==> src/rtl/shift_seq_pkg.sv <==
// rtl/shift_seq_pkg.sv - shared types and defaults for the shift register sequencer
//
// Purpose: default widths, direction encodings and the FSM state type
//          used by shift_reg_sequencer and shift_gap_timer.
// Ports:   none (package).
package shift_seq_pkg;

  localparam int DEF_SREG_WIDTH = 4;
  localparam int DEF_DATA_WIDTH = 8;
  localparam int DEF_CNT_WIDTH  = 4;
  localparam int DEF_GAP_WIDTH  = 8;

  localparam logic DIR_LEFT  = 1'b0;
  localparam logic DIR_RIGHT = 1'b1;

  typedef enum logic [2:0] {
    ST_IDLE   = 3'd0,
    ST_SETUP  = 3'd1,
    ST_PULSE  = 3'd2,
    ST_GAP    = 3'd3,
    ST_SETTLE = 3'd4,
    ST_RESP   = 3'd5
  } seq_state_t;

endpackage

==> src/rtl/shift_gap_timer.sv <==
// rtl/shift_gap_timer.sv - down-counter timing the idle gap between shift pulses
//
// Purpose: loads the gap length when the sequencer heads into GAP and
//          counts it down; done marks the last GAP cycle.
// Ports:
//   aclk, aresetn  clock, asynchronous active-low reset
//   load           load load_value into the counter on the next edge
//   load_value     number of gap cycles
//   done           high in the final gap cycle (counter == 1)
module shift_gap_timer
  import shift_seq_pkg::*;
#(
  parameter int GAP_WIDTH = DEF_GAP_WIDTH
) (
  input  logic                 aclk,
  input  logic                 aresetn,
  input  logic                 load,
  input  logic [GAP_WIDTH-1:0] load_value,
  output logic                 done
);

  logic [GAP_WIDTH-1:0] count;

  // Counter parks at zero once the gap has elapsed.
  always_ff @(posedge aclk or negedge aresetn) begin
    if (!aresetn) begin
      count <= '0;
    end else if (load) begin
      count <= load_value;
    end else if (count != '0) begin
      count <= count - GAP_WIDTH'(1);
    end
  end

  assign done = (count == GAP_WIDTH'(1));

endmodule

==> src/rtl/shift_reg_sequencer.sv <==
// rtl/shift_reg_sequencer.sv - command-driven serial loader for the shift register
//
// Purpose: accepts one command (data, bit count, direction, gap), emits one
//          en pulse per bit (data LSB first) and returns the sampled q.
// Ports:
//   aclk, aresetn                   clock, asynchronous active-low reset
//   cmd_valid/cmd_ready             command handshake (ready only in IDLE)
//   cmd_data/cmd_count/cmd_dir/cmd_gap  command fields
//   rsp_valid/rsp_ready/rsp_q       response handshake and sampled q
//   busy                            high whenever not IDLE
//   dir/din/en                      registered controls to the shift register
//   q                               shift register parallel output
module shift_reg_sequencer
  import shift_seq_pkg::*;
#(
  parameter int SREG_WIDTH = DEF_SREG_WIDTH,
  parameter int DATA_WIDTH = DEF_DATA_WIDTH,
  parameter int CNT_WIDTH  = DEF_CNT_WIDTH,
  parameter int GAP_WIDTH  = DEF_GAP_WIDTH
) (
  input  logic                  aclk,
  input  logic                  aresetn,
  input  logic                  cmd_valid,
  output logic                  cmd_ready,
  input  logic [DATA_WIDTH-1:0] cmd_data,
  input  logic [CNT_WIDTH-1:0]  cmd_count,
  input  logic                  cmd_dir,
  input  logic [GAP_WIDTH-1:0]  cmd_gap,
  output logic                  rsp_valid,
  input  logic                  rsp_ready,
  output logic [SREG_WIDTH-1:0] rsp_q,
  output logic                  busy,
  output logic                  dir,
  output logic                  din,
  output logic                  en,
  input  logic [SREG_WIDTH-1:0] q
);

  seq_state_t            state, state_nxt;
  logic [DATA_WIDTH-1:0] data_sh, data_nxt;
  logic [CNT_WIDTH-1:0]  remaining, remaining_nxt;
  logic [CNT_WIDTH-1:0]  count_clamped;
  logic [GAP_WIDTH-1:0]  gap_r;
  logic                  cmd_fire;
  logic                  gap_load;
  logic                  gap_done;

  assign cmd_ready = (state == ST_IDLE);
  assign busy      = (state != ST_IDLE);
  assign rsp_valid = (state == ST_RESP);
  assign cmd_fire  = cmd_valid && cmd_ready;

  assign count_clamped = (cmd_count > CNT_WIDTH'(DATA_WIDTH)) ? CNT_WIDTH'(DATA_WIDTH)
                                                              : cmd_count;

  shift_gap_timer #(
    .GAP_WIDTH (GAP_WIDTH)
  ) u_gap_timer (
    .aclk       (aclk),
    .aresetn    (aresetn),
    .load       (gap_load),
    .load_value (gap_r),
    .done       (gap_done)
  );

  always_comb begin
    state_nxt     = state;
    data_nxt      = data_sh;
    remaining_nxt = remaining;
    gap_load      = 1'b0;
    case (state)
      ST_IDLE: begin
        if (cmd_fire) begin
          data_nxt      = cmd_data;
          remaining_nxt = count_clamped;
          state_nxt     = (count_clamped != '0) ? ST_SETUP : ST_SETTLE;
        end
      end
      ST_SETUP: state_nxt = ST_PULSE;
      ST_PULSE: begin
        data_nxt      = data_sh >> 1;
        remaining_nxt = remaining - CNT_WIDTH'(1);
        if (remaining_nxt == '0) begin
          state_nxt = ST_SETTLE;
        end else if (gap_r != '0) begin
          state_nxt = ST_GAP;
          gap_load  = 1'b1;
        end else begin
          state_nxt = ST_SETUP;
        end
      end
      ST_GAP: begin
        if (gap_done) state_nxt = ST_SETUP;
      end
      ST_SETTLE: state_nxt = ST_RESP;
      ST_RESP: begin
        if (rsp_ready) state_nxt = ST_IDLE;
      end
      default: state_nxt = ST_IDLE;
    endcase
  end

  // din is updated on the edge into SETUP so it is already stable for the
  // whole SETUP cycle and does not move on the edge that raises en.
  always_ff @(posedge aclk or negedge aresetn) begin
    if (!aresetn) begin
      state     <= ST_IDLE;
      data_sh   <= '0;
      remaining <= '0;
      gap_r     <= '0;
      dir       <= DIR_LEFT;
      din       <= 1'b0;
      en        <= 1'b0;
      rsp_q     <= '0;
    end else begin
      state     <= state_nxt;
      data_sh   <= data_nxt;
      remaining <= remaining_nxt;
      en        <= (state_nxt == ST_PULSE);
      if (cmd_fire) begin
        dir   <= cmd_dir;
        gap_r <= cmd_gap;
      end
      if (state_nxt == ST_SETUP) begin
        din <= data_nxt[0];
      end
      // Final shift has landed on q by the SETTLE cycle.
      if (state == ST_SETTLE) begin
        rsp_q <= q;
      end
    end
  end

endmodule

==> config.mk <==
export PLATFORM = sky130hd
export DESIGN_NAME = shift_reg_sequencer
export DESIGN_NICKNAME = d
export VERILOG_FILES = /design/src/rtl/shift_seq_pkg.sv /design/src/rtl/shift_gap_timer.sv /design/src/rtl/shift_reg_sequencer.sv
export SDC_FILE = /design/constraint.sdc
export NUM_CORES = 1
export LEC_CHECK = 0
export CAP_MARGIN = 15
export CELL_PAD_IN_SITES_DETAIL_PLACEMENT = 1
export CELL_PAD_IN_SITES_GLOBAL_PLACEMENT = 2
export CORE_UTILIZATION = 35
export CTS_CLUSTER_SIZE = 28
export DETAILED_ROUTE_END_ITERATION = 10
export PLACE_DENSITY = 0.91
export SYNTH_ARGS = -nofsm -noshare
export SYNTH_HDL_FRONTEND = slang
export SYNTH_SLANG_ARGS = --single-unit
==> constraint.sdc <==
create_clock -name aclk -period 6.5 [get_ports aclk]
set_clock_uncertainty 0.1 [all_clocks]
set_input_delay 0.975 -clock aclk [delete_from_list [all_inputs] [get_ports aclk]]
set_output_delay 0.975 -clock aclk [all_outputs]
set_load 0.02 [all_outputs]
Word-level counts from Yosys, hierarchy flattened
Cells that the tools add are included.
Word-level totals
  register bits: 38
  input port bits: 29
Cells by class
  add/subtract/negate cells: 2
  order comparisons: 1
  equal/unequal tests: 9
  mux-type cells: 17
  reduce and logical (&&, ||, !) cells: 10
Operators by type and width (count)
  8-bit 2-to-1 mux: 3
  3-bit one-hot mux with 6 select lines: 1
  8-bit one-hot mux with 2 select lines: 1
  8-bit nonzero test: 2
  3-bit 2-to-1 mux: 5
  3-bit by 2-bit equality test with 1-bit output (second input constant): 3
  8-bit by 1-bit equality test with 1-bit output (second input constant): 1
  4-bit 2-to-1 mux: 2
  4-bit one-hot mux with 2 select lines: 1
  8-bit by 1-bit subtractor with 8-bit output (second input constant): 1
  3-bit by 1-bit equality test with 1-bit output (second input constant): 2
  3-bit equality test (second input constant): 2
  4-bit > comparator (second input constant): 1
  4-bit logical NOT: 1
  2-bit nonzero test: 2
  4-bit nonzero test: 1
  4-bit by 1-bit subtractor with 4-bit output (second input constant): 1
  3-bit logical NOT: 1
  1-bit 2-to-1 mux: 3
  3-bit nonzero test: 1
  2-bit 2-to-1 mux: 1
  2-bit by 1-bit != test with 1-bit output (second input constant): 1
  2-bit AND reduction: 1
  1-bit logical AND: 1

Logic depth before layout (Yosys ltp)
Gate-level depths: netlist of the first run.
  depth after elaboration: 7
  mapped depth: 9
  mapped depth without buffers: 7

By module
From an unflattened synthesis of the first run, not the netlist that was laid out.
Unflattened totals
  cells, all modules: 229
  area total of the unflattened synthesis: 2087.0 um2
By module, submodules not included
  shift_reg_sequencer: times used 1, cells each 168, area each 1546.5 um2, seq. area each 750.7 um2
  shift_gap_timer: times used 1, cells each 61, area each 540.5 um2, seq. area each 200.2 um2

Worst setup path after synthesis of the first run
No wires, ideal clock.
  path type: input-to-reg
  start point: input cmd_count[0]
  end point: register din
  setup time: 0.128 ns
  data arrival time: 2.045 ns
  data required time: 6.272 ns
  path slack: 4.228 ns
  stages: 5
  buffers on the path: 0
  cell sequence: or4_1 > nand2_1 > o21ai_1 > nand4_1 > mux2_1
Between the ends
  cells in the longest elaborated chain, start to end: 7
Ends and longest elaborated chain
  start: declaration: RTL line shift_reg_sequencer.sv:26  | input logic [CNT_WIDTH-1:0] cmd_count,
  4-bit > comparator: RTL line shift_reg_sequencer.sv:53  | assign count_clamped = (cmd_count > CNT_WIDTH'(DATA_WIDTH)) ? CNT_WIDTH'(DATA_WIDTH)
  4-bit 2-to-1 mux *: RTL line shift_reg_sequencer.sv:53
  4-bit nonzero test *: RTL line shift_reg_sequencer.sv:76  | state_nxt = (count_clamped != '0) ? ST_SETUP : ST_SETTLE;
  3-bit 2-to-1 mux *: RTL line shift_reg_sequencer.sv:76
  3-bit 2-to-1 mux *: RTL line shift_reg_sequencer.sv:73  | if (cmd_fire) begin
  3-bit one-hot mux with 6 select lines *: RTL line shift_reg_sequencer.sv:71  | case (state)
  3-bit by 1-bit equality test with 1-bit output *: RTL line shift_reg_sequencer.sv:124  | if (state_nxt == ST_SETUP) begin
  end signal: assignment: RTL line shift_reg_sequencer.sv:125  | din <= data_nxt[0];
  end: declaration: RTL line shift_reg_sequencer.sv:34  | output logic din,
Every way passes the cells marked *; elsewhere a longest branch is shown, timed or not.
A chain may end at the register's enable or synchronous reset.

Worst setup path in the final report of the first run
  start point: register state[0]
  end point: output cmd_ready
Between the ends
  cells in the longest elaborated chain, start to end: 1
Ends and longest elaborated chain
  start: declaration: RTL line shift_reg_sequencer.sv:39  | seq_state_t state, state_nxt;
  start signal: assignment: RTL line shift_reg_sequencer.sv:116  | state <= state_nxt;
  3-bit logical NOT: RTL line shift_reg_sequencer.sv:48  | assign cmd_ready = (state == ST_IDLE);
  end: declaration: RTL line shift_reg_sequencer.sv:24  | output logic cmd_ready,
Every way passes these cells.

==> results of run 1 <==
placed cells by master (no fill, tap or decap), types with 2 or more instances in the layout:
cell type	instances
dfrtp_1	38
clkdlybuf4s50_1	37
nand2_1	21
nor2_1	13
mux2_2	13
a22oi_1	10
a21oi_1	8
o21ai_0	7
inv_1	6
nor3_1	6
clkbuf_8	5
nand3_1	4
ha_1	4
or4_1	3
and3_1	2
nand2b_1	2
o211ai_1	2
nor4_1	2
nor2b_1	2
mux2i_1	2
xnor2_1	2
clkinv_2	2
worst max path at each step:
stage                  startpoint                  endpoint  cells after the start
6_report       state[0]$_DFF_PN0_                 cmd_ready                      4
5_1_grt        state[0]$_DFF_PN0_                 cmd_ready                      4
4_1_cts        state[0]$_DFF_PN0_                 cmd_ready                      4
3_5_place_dp            cmd_valid  remaining[2]$_DFFE_PN0P_                      6
3_3_place_gp            cmd_valid  remaining[2]$_DFFE_PN0P_                      6
2_1_floorplan        cmd_count[0]           din$_DFFE_PN0N_                      5
power by group:
part / switching (mW) / internal [mW]
clock: 0.0826 / 0.113
sequential: 0.107 / 0.354
combinational: 0.281 / 0.260
total: 0.471 / 0.727
metrics by stage:
stage | utilization [%] | std cells | power [mW] | hold slack, ps
6_report | 46.90 | 288 | 1.198 | 380.3
5_1_grt | 46.90 | 288 | 1.295 | 409.2
4_1_cts | 46.90 | 288 | 1.213 | 386.7
3_5_place_dp | 44.81 | 280 | 1.013 | 367.6
3_3_place_gp | 44.81 | 280 | 0.9862 | 364.2
2_1_floorplan | - | 178 | 0.8526 | 346.3
area by class of cell:
| type | count | area [um2] |
|---|---|---|
| Clock buffer | 5 | 68.82 |
| Tap cell | 70 | 87.58 |
| Inverter | 7 | 26.28 |
| Multi-Input combinational cell | 126 | 884.6 |
| Clock inverter | 3 | 40.04 |
| Fill cell | 601 | 2764 |
| Sequential cell | 38 | 950.9 |
| Timing Repair Buffer | 39 | 382.9 |
per-layer routing:
metal | vias to the layer above | track usage, % | wire (um)
met2 | 39 | 29.55 | 2215
met1 | 755 | 20.18 | 1964
li1 | 720 | - | -
met4 | 0 | 5.192 | 44
met3 | 4 | 4.311 | 183
met5 | - | 0 | 0
worst max-delay path: stages (launching register included):
cell	delay [ps]
dfrtp_1	500
nor2_4	230
nand2_1	90
inv_1	50
clkdlybuf4s50_1	590
kinds of logic after synthesis:
logic type,count (synthesis),synth area share (%)
flip-flops,38,49.61
buffers and inverters,14,4.242
XOR/XNOR,2,0.9140
AO/OA/AOI/OAI,35,12.34
adder cells (fa/ha/maj),4,2.611
AND/OR/NAND/NOR,68,20.24
multiplexers,17,10.05
state kept, by name, indices dropped and copies added, names as in the netlist:
| register | flops |
|---|---|
| dir | 1 |
| rsp_q | 4 |
| data_sh | 8 |
| din | 1 |
| state | 3 |
| u_gap_timer.count | 8 |
| gap_r | 8 |
| remaining | 4 |
| en | 1 |
==> summary.txt, run 1 <==
Layout
  • Post-layout instance area: 0.002441 mm2
  • Layout area overhead: 27.35%
  • Antenna cell count: 0
  • Nets: 250
  • Fraction of final layout cells sized beyond drive strength 1: 16.51%

Placed design
  • Cell Area, Placed: 0.002332 mm2
  • GP Congestion: 0.7538
  • Hpwl dp: 3.309 mm
  • Worst slack, placed: 3524 ps
  • I/O Buffers: 38

Worst setup path
  • Arr. time, crit path: 1760 ps
  • Startpoint Class: register
  • Worst endpoint required time: 5420 ps
  • RR Endpoint: din$_DFFE_PN0N_
  • R2R Path Start: remaining[0]$_DFFE_PN0P_
  • Worst Setup End Kind: primary output
  • Reg2Reg Depth: 6
  • R2R Setup Slk: 4180 ps
  • Crit path kind: reg2out
  • Crit Path Max Fanout: 7

CTS
  • CTS tree: built
  • CTS H-tree depth: 2
  • Reg clk slew, reported paths: 70 ps
  • Root buffer cell: clkbuf_8
  • CTS Buffer Depth: 2
  • Num CTS Buffers: 5
  • Clock sinks: 38
  • Clk_lat worst skew: 290 ps
  • Number of setup buffers added after CTS: 0
  • # hold bufs at CTS: 0
  • Post_cts resized: 0

Global routing
  • GRT Overall Usage: 16.83%
  • Pin count of the biggest net entering global routing: 39
  • Vias in the first global route: 1662
  • First-pass GRT wire length: 7.790 mm
  • Initial antenna violation count: 0
  • Global route overflow: 0

Die
  • Core box area: 0.005205 mm2
  • Chip width: 76.01 um
  • Die area: 0.005777 mm2
  • Die Y: 76.01 um
  • # IOs: 39
  • Starting Density: 36.83%
  • # rows: 26

Route
  • DR DRC count: 0
  • Vias per Instance: 5.271
  • Detailed Route WL: 4.407 mm
  • DR pass1 iterations: 4
  • ANT nets after route: 0
  • Routed wire length per instance: 15.30 um
  • Drt initial violations: 76
  • Total number of vias: 1518

Synth
  • Post-synth top flop: dfrtp_1
  • Synthesized area per cell: 10.77 um2
  • Synth cell types: 47
  • Most common cell in the netlist: dfrtp_1
  • Cell accounting for the most synthesized area: dfrtp_1
  • Area contributors post-synth: dfrtp_1 (50%), mux2_2 (7.6%), nand2_1 (4.1%), a22oi_1 (3.9%), ha_1 (2.6%)
  • Sequential area share after synthesis: 49.61%
  • Synth Warn #: 0
  • Number of synthesized flops with an enable pin: 0
  • Post-synth top cells: dfrtp_1 (38), nand2_1 (21), mux2_2 (13), nor2_1 (13), a22oi_1 (10)
  • Syn Nets: 211
  • Gate Count Post-Synth: 178
  • Async S/R FF share, synth: 100.0%
  • Synth top area share: 49.61%
  • Cell Area, Synth: 0.001917 mm2
  • #FFs+latches synth: 38

STA
  • Final period util: 43.57%
  • RSZ-0062 raised after global routing: no
  • Slew Viols, Final: 0
  • Max frequency: 0.3531 GHz
  • Slew margin rel.: 42.04%
  • Setup ws final: 3668 ps
  • Setup tns final: 0 ps
  • Minimum clock period: 2832 ps
  • Final Setup Violations: 0
  • Fin. Hold Viols: 0
  • Slew @ Worst Pin: 869.4 ps

Worst hold path
  • Tightest Hold Check Type: reg2reg
  • Hold Crit Start: data_sh[6]$_DFFE_PN0P_
  • Worst Hold Depth: 2
  • Hold Crit Endpoint: data_sh[6]$_DFFE_PN0P_

Pwr
  • Peak supply drop: 0.2326 mV
  • Power Dens Cells: 490.7 mW/mm2
  • Lkg Pwr: 1.036 nW

Status
  • Status: completed

Run
  • Max Cap Violations: 0
(Power assumes the default switching activity.)
==> inputs of run 2 (changes only) <==
Settings changed: CORE_UTILIZATION 35 to 32, PLACE_DENSITY 0.91 to 0.85.
Clock period 6.5 ns to 2.9 ns, I/O delays scaled along.
==> run 2 against run 1 <==
- die area increased by 9.1%
- global-route usage decreased by 0.87 points
- wire length decreased by 2.4%
- core utilization decreased by 2.9 points
- count of clock-buffer cells in the layout increased by 1
- worst setup slack got worse by 3100 ps
- critical path depth increased by 2
- cell area increased by 1.8%
- total power increased by 130%
- clock power increased to 2.8 times the previous value
- critical path type is now reg2reg
- critical endpoint is now din$_DFFE_PN0N_
==> summary.txt, run 2 (synthesis results as in run 1) <==
Layout
  • Antenna cell count: 0 (unchanged)
  • Post-route insts no fill: 291 (was 288)
  • Storage element area: 950.9 um2 (unchanged)
  • Layout area overhead: 29.63% (was 27.35%)
  • Commonest cells after routing, fill and taps aside: dfrtp_1 (38), clkdlybuf4s50_1 (37), nand2_1 (21) (unchanged)
  • Multi-input gate area: 884.6 um2 (unchanged)
  • # fillers: 613 (was 601)
  • Fraction of final layout cells sized beyond drive strength 1: 16.89% (was 16.51%)
  • Largest regs: data_sh (8), gap_r (8), u_gap_timer.count (8) (unchanged)
  • Commonest non-fill, non-tap cell in the layout: dfrtp_1 (unchanged)
  • Nets: 251 (was 250)

STA
  • Setup tns final: 0 ps (unchanged)
  • Fin. Hold Viols: 0 (unchanged)
  • Minimum clock period: 2317 ps
  • Slew Viols, Final: 0 (unchanged)
  • Final Setup Violations: 0 (unchanged)
  • Slew margin rel.: 43.73% (was 42.04%)
  • RSZ-0062 raised after global routing: no (unchanged)
  • Final period util: 79.88%
  • Max frequency: 0.4317 GHz
  • Slew @ Worst Pin: 844.1 ps (was 869.4 ps)

Die
  • # rows: 27 (was 26)
  • # IOs: 39 (unchanged)
  • Chip width: 79.40 um (was 76.01 um)
  • Core box area: 0.005642 mm2 (was 0.005205 mm2)
  • Starting Density: 33.98% (was 36.83%)
  • Die Y: 79.40 um (was 76.01 um)
  • Die area: 0.006304 mm2 (was 0.005777 mm2)

Route
  • DR DRC count: 0 (unchanged)
  • DR pass1 iterations: 4 (unchanged)
  • Total number of vias: 1496 (was 1518)
  • Vias per Instance: 5.141 (was 5.271)
  • Drt initial violations: 68 (was 76)
  • Routed wire length per instance: 14.78 um (was 15.30 um)
  • ANT nets after route: 0 (unchanged)
  • Detailed Route WL: 4.301 mm (was 4.407 mm)

Placed design
  • GP Congestion: 0.7423 (was 0.7538)
  • Placed cells: 283 (was 280)
  • I/O Buffers: 38 (unchanged)
  • Hpwl dp: 3.123 mm (was 3.309 mm)

Worst setup path
  • Reg2Reg Depth: 6 (unchanged)
  • Startpoint Class: register (unchanged)
  • Crit Path Max Fanout: 17 (was 7)
  • Crit path kind: reg2reg (was reg2out)
  • R2R Setup Slk: 580 ps (was 4180 ps)
  • R2R Path Start: remaining[0]$_DFFE_PN0P_ (unchanged)
  • Arr. time, crit path: 2390 ps (was 1760 ps)
  • RR Endpoint: din$_DFFE_PN0N_ (unchanged)
  • Worst Setup End Kind: register (was primary output)
  • Worst endpoint required time: 2970 ps (was 5420 ps)

Global routing
  • First-pass GRT wire length: 7.638 mm (was 7.790 mm)
  • Vias in the first global route: 1644 (was 1662)
  • GRT Overall Usage: 15.96% (was 16.83%)
  • Global route overflow: 0 (unchanged)
  • Pin count of the biggest net entering global routing: 39 (unchanged)
  • Initial antenna violation count: 0 (unchanged)

CTS
  • Reg clk slew, reported paths: 80 ps (was 70 ps)
  • CTS tree: built (unchanged)
  • Root buffer cell: clkbuf_8 (unchanged)
  • Post_cts resized: 0 (unchanged)
  • CTS Buffer Depth: 2 (unchanged)
  • CTS H-tree depth: 2 (unchanged)
  • Num CTS Buffers: 5 (unchanged)
  • Clock sinks: 38 (unchanged)
  • Number of setup buffers added after CTS: 0 (unchanged)
  • # hold bufs at CTS: 0 (unchanged)
  • Clk_lat worst skew: 290 ps (about the same)

Pwr
  • Peak supply drop: 0.4366 mV (was 0.2326 mV)
  • Lkg Pwr: 1.055 nW (was 1.036 nW)
  • Power Dens Cells: 1129 mW/mm2 (was 490.7 mW/mm2)

Status
  • Status: completed (unchanged)

Worst hold path
  • Tightest Hold Check Type: in2async (was reg2reg)

Run
  • Max Cap Violations: 0 (unchanged)
run 2: cell types whose count changed in the layout (fill, tap and decap cells not counted), sizes merged:
cell / previous run / this run
bufinv: 1 / 2
clkbuf: 5 / 6
buf: 2 / 3
clkinv: 2 / 0
run 2: worst max-delay path by stage:
stage | start | end | slack [ps] | cells past startpoint
after detailed placement | cmd_count[0] | din$_DFFE_PN0N_ | 620 | 6
after CTS | state[0]$_DFF_PN0_ | cmd_ready | 570 | 4
after floorplan | remaining[0]$_DFFE_PN0P_ | din$_DFFE_PN0N_ | 770 | 7
after global routing | remaining[1]$_DFFE_PN0P_ | din$_DFFE_PN0N_ | 470 | 7
after global placement | cmd_count[0] | din$_DFFE_PN0N_ | 660 | 6
final | remaining[0]$_DFFE_PN0P_ | din$_DFFE_PN0N_ | 580 | 6
run 2: metal layers:
layer  GRT usage (%)  vias up  routed length [um]
met5               0        -                   0
met4           6.000        0                  57
met3           4.114        5                 196
met2           26.64       30                2027
met1           19.73      741                2020
li1                -      720                   -
run 2: layout make-up:
| cell class | instances | area share [%] |
|---|---|---|
| Tap cell | 72 | 3.625 |
| Clock inverter | 2 | 2.417 |
| Multi-Input combinational cell | 126 | 35.60 |
| Sequential cell | 38 | 38.27 |
| Timing Repair Buffer | 40 | 15.71 |
| Clock buffer | 6 | 3.323 |
| Inverter | 7 | 1.057 |
run 2: per-stage QoR:
| step | setup slack, ps | util, % | hold WS [ps] | cell area, um2 | power [mW] |
|---|---|---|---|---|---|
| 2_1_floorplan | 769.6 | - | 39.41 | 1917 | 1.911 |
| 3_3_place_gp | 662.7 | 41.52 | 361.7 | 2342 | 2.240 |
| 3_5_place_dp | 617.4 | 41.52 | 363.3 | 2342 | 2.267 |
| 4_1_cts | 568.3 | 44.05 | 181.2 | 2485 | 2.842 |
| 5_1_grt | 471.5 | 44.05 | 212.3 | 2485 | 3.027 |
| 6_report | 583.3 | 44.05 | 149.0 | 2485 | 2.806 |
run 2: critical path, stage by stage, from the launching register on:
cell and delay, ps:
dfrtp_1 440, inv_1 70, ha_1 230, and4b_2 250, or4_4 620, nand4_1 170
mux2_1 320
run 2: power breakdown:
part	leakage, nW	switching, mW	total (mW)	internal, mW
clock network	0.0714	0.186	0.553	0.367
registers	0.463	0.238	1.03	0.793
logic	0.520	0.631	1.22	0.591
total	1.05	1.05	2.81	1.75
==> inputs of run 3 (changes only) <==
Clock period 2.9 ns to 2.36 ns, I/O delays scaled along.
==> run 3 against run 2 <==
- global-route usage increased by 0.85 points
- first-iteration DRC count increased by 34%
- worst setup slack got worse by 470 ps
==> summary.txt, run 3 (synthesis results as in run 1) <==
Layout
  • Final core occ: 43.27% (was 44.05%)
  • Nets: 254 (was 251)
  • Antenna cell count: 0 (unchanged)
  • Largest regs: data_sh (8), gap_r (8), u_gap_timer.count (8) (unchanged)
  • Layout area overhead: 27.35% (was 29.63%)
  • Fraction of final layout cells sized beyond drive strength 1: 16.74% (was 16.89%)
  • Commonest cells after routing, fill and taps aside: dfrtp_1 (38), clkdlybuf4s50_1 (37), nand2_1 (21) (unchanged)
  • Commonest non-fill, non-tap cell in the layout: dfrtp_1 (unchanged)

STA
  • Final Setup Violations: 0 (unchanged)
  • Slew @ Worst Pin: 857.1 ps (was 844.1 ps)
  • Setup ws final: 116.1 ps (was 583.3 ps)
  • Slew margin rel.: 42.86% (was 43.73%)
  • Fin. Hold Viols: 0 (unchanged)
  • Fin Hold WS: 75.62 ps (was 149.0 ps)
  • Max frequency: 0.4456 GHz
  • RSZ-0062 raised after global routing: no (unchanged)
  • Setup tns final: 0 ps (unchanged)
  • Final period util: 95.08%
  • Slew Viols, Final: 0 (unchanged)
  • Minimum clock period: 2244 ps

CTS
  • Post_cts resized: 0 (unchanged)
  • Clock sinks: 38 (unchanged)
  • # hold bufs at CTS: 0 (unchanged)
  • CTS H-tree depth: 2 (unchanged)
  • CTS tree: built (unchanged)
  • Clk_lat worst skew: 290 ps (about the same)
  • Root buffer cell: clkbuf_8 (unchanged)
  • Reg clk slew, reported paths: 70 ps (was 80 ps)
  • CTS Buffer Depth: 2 (unchanged)
  • Number of setup buffers added after CTS: 0 (unchanged)
  • Num CTS Buffers: 5 (unchanged)

Worst setup path
  • Worst path slowest cell: clkdlybuf4s50_1 (was or4_4)
  • Worst path cell trace: nor2_4 > nand2_1 > inv_1 > clkdlybuf4s50_1 (was inv_1 > ha_1 > and4b_2 > or4_4 > nand4_1 > mux2_1)
  • Setup crit start: state[0]$_DFF_PN0_ (was remaining[0]$_DFFE_PN0P_)
  • Worst Setup End Kind: primary output (was register)
  • R2R Path Start: remaining[0]$_DFFE_PN0P_ (unchanged)
  • Startpoint Class: register (unchanged)
  • RR Endpoint: din$_DFFE_PN0N_ (unchanged)
  • Crit Path Max Fanout: 7 (was 17)
  • Worst endpoint required time: 1910 ps (was 2970 ps)
  • Reg2Reg Depth: 6 (unchanged)
  • Crit path kind: reg2out (was reg2reg)
  • R2R Setup Slk: 130 ps (was 580 ps)
  • Arr. time, crit path: 1790 ps (was 2390 ps)
  • Crit-path max cell delay: 590 ps (was 620 ps)
  • Crit path to: cmd_ready (was din$_DFFE_PN0N_)

Route
  • Vias per Instance: 5.058 (was 5.141)
  • Detailed Route WL: 4.521 mm (was 4.301 mm)
  • DR DRC count: 0 (unchanged)
  • DR pass1 iterations: 4 (unchanged)
  • Total number of vias: 1482 (was 1496)
  • Routed wire length per instance: 15.43 um (was 14.78 um)
  • Drt initial violations: 91 (was 68)
  • ANT nets after route: 0 (unchanged)

Die
  • Chip width: 79.40 um (unchanged)
  • Die area: 0.006304 mm2 (unchanged)
  • Starting Density: 33.98% (unchanged)
  • # IOs: 39 (unchanged)
  • Die Y: 79.40 um (unchanged)
  • Core box area: 0.005642 mm2 (unchanged)
  • # rows: 27 (unchanged)

Global routing
  • Pin count of the biggest net entering global routing: 39 (unchanged)
  • Initial antenna violation count: 0 (unchanged)
  • Vias in the first global route: 1598 (was 1644)
  • GRT Overall Usage: 16.81% (was 15.96%)
  • Global route overflow: 0 (unchanged)
  • First-pass GRT wire length: 7.955 mm (was 7.638 mm)

Worst hold path
  • Tightest Hold Check Type: in2async (unchanged)

Status
  • Status: completed (unchanged)

Placed design
  • Worst slack, placed: 139.5 ps (was 617.4 ps)
  • GP Congestion: 0.7114 (was 0.7423)
  • I/O Buffers: 38 (unchanged)
  • Hpwl dp: 3.400 mm (was 3.123 mm)

Pwr
  • Peak supply drop: 0.4512 mV (was 0.4366 mV)
  • Power Dens Cells: 1320 mW/mm2 (was 1129 mW/mm2)
  • Lkg Pwr: 1.037 nW (was 1.055 nW)
  • Total power: 3.222 mW (was 2.806 mW)

Run
  • Max Cap Violations: 0 (unchanged)
-- run 3: metal layers --
metal	share of wire [%]	global-route usage (%)	vias up
li1	-	-	728
met1	45	21.83	714
met2	48	26.98	36
met3	4.9	4.686	4
met4	1.2	5.455	0
met5	0	0	-
-- run 3: layout make-up --
type,instances,area [um2]
Sequential cell,38,950.9
Fill cell,625,3201
Clock buffer,7,76.32
Multi-Input combinational cell,126,884.6
Timing Repair Buffer,43,412.9
Inverter,7,26.28
Tap cell,72,90.09
-- run 3: stage by stage --
stage          cells  area, um2
3_3_place_gp     286       2365
2_1_floorplan    178       1917
6_report         293       2441
3_5_place_dp     286       2365
5_1_grt          293       2441
4_1_cts          293       2441
-- run 3: worst min-delay path by stage --
stage / depth (start not counted) / endpoint / slack, ps
6_report: 1 / gap_r[5]$_DFFE_PN0P_ / 80
4_1_cts: 1 / gap_r[5]$_DFFE_PN0P_ / 110
3_5_place_dp: 2 / data_sh[3]$_DFFE_PN0P_ / 370
3_3_place_gp: 2 / data_sh[3]$_DFFE_PN0P_ / 360
2_1_floorplan: 0 / data_sh[0]$_DFF_PN0_ / -40
5_1_grt: 1 / data_sh[1]$_DFFE_PN0P_ / 170
-- run 3: critical path: cells and delay by family (launching register included) --
family	cells	cell delay, ps
flops	1	500
simple gates	2	350
buf+inv	2	650
-- run 3: where the power goes --
group / switching (mW) / internal [mW] / total, mW / leakage [nW]
Combinational: 0.787 / 0.747 / 1.53 / 0.536
Sequential: 0.294 / 0.975 / 1.27 / 0.463
Clock: 0.215 / 0.203 / 0.419 / 0.0383
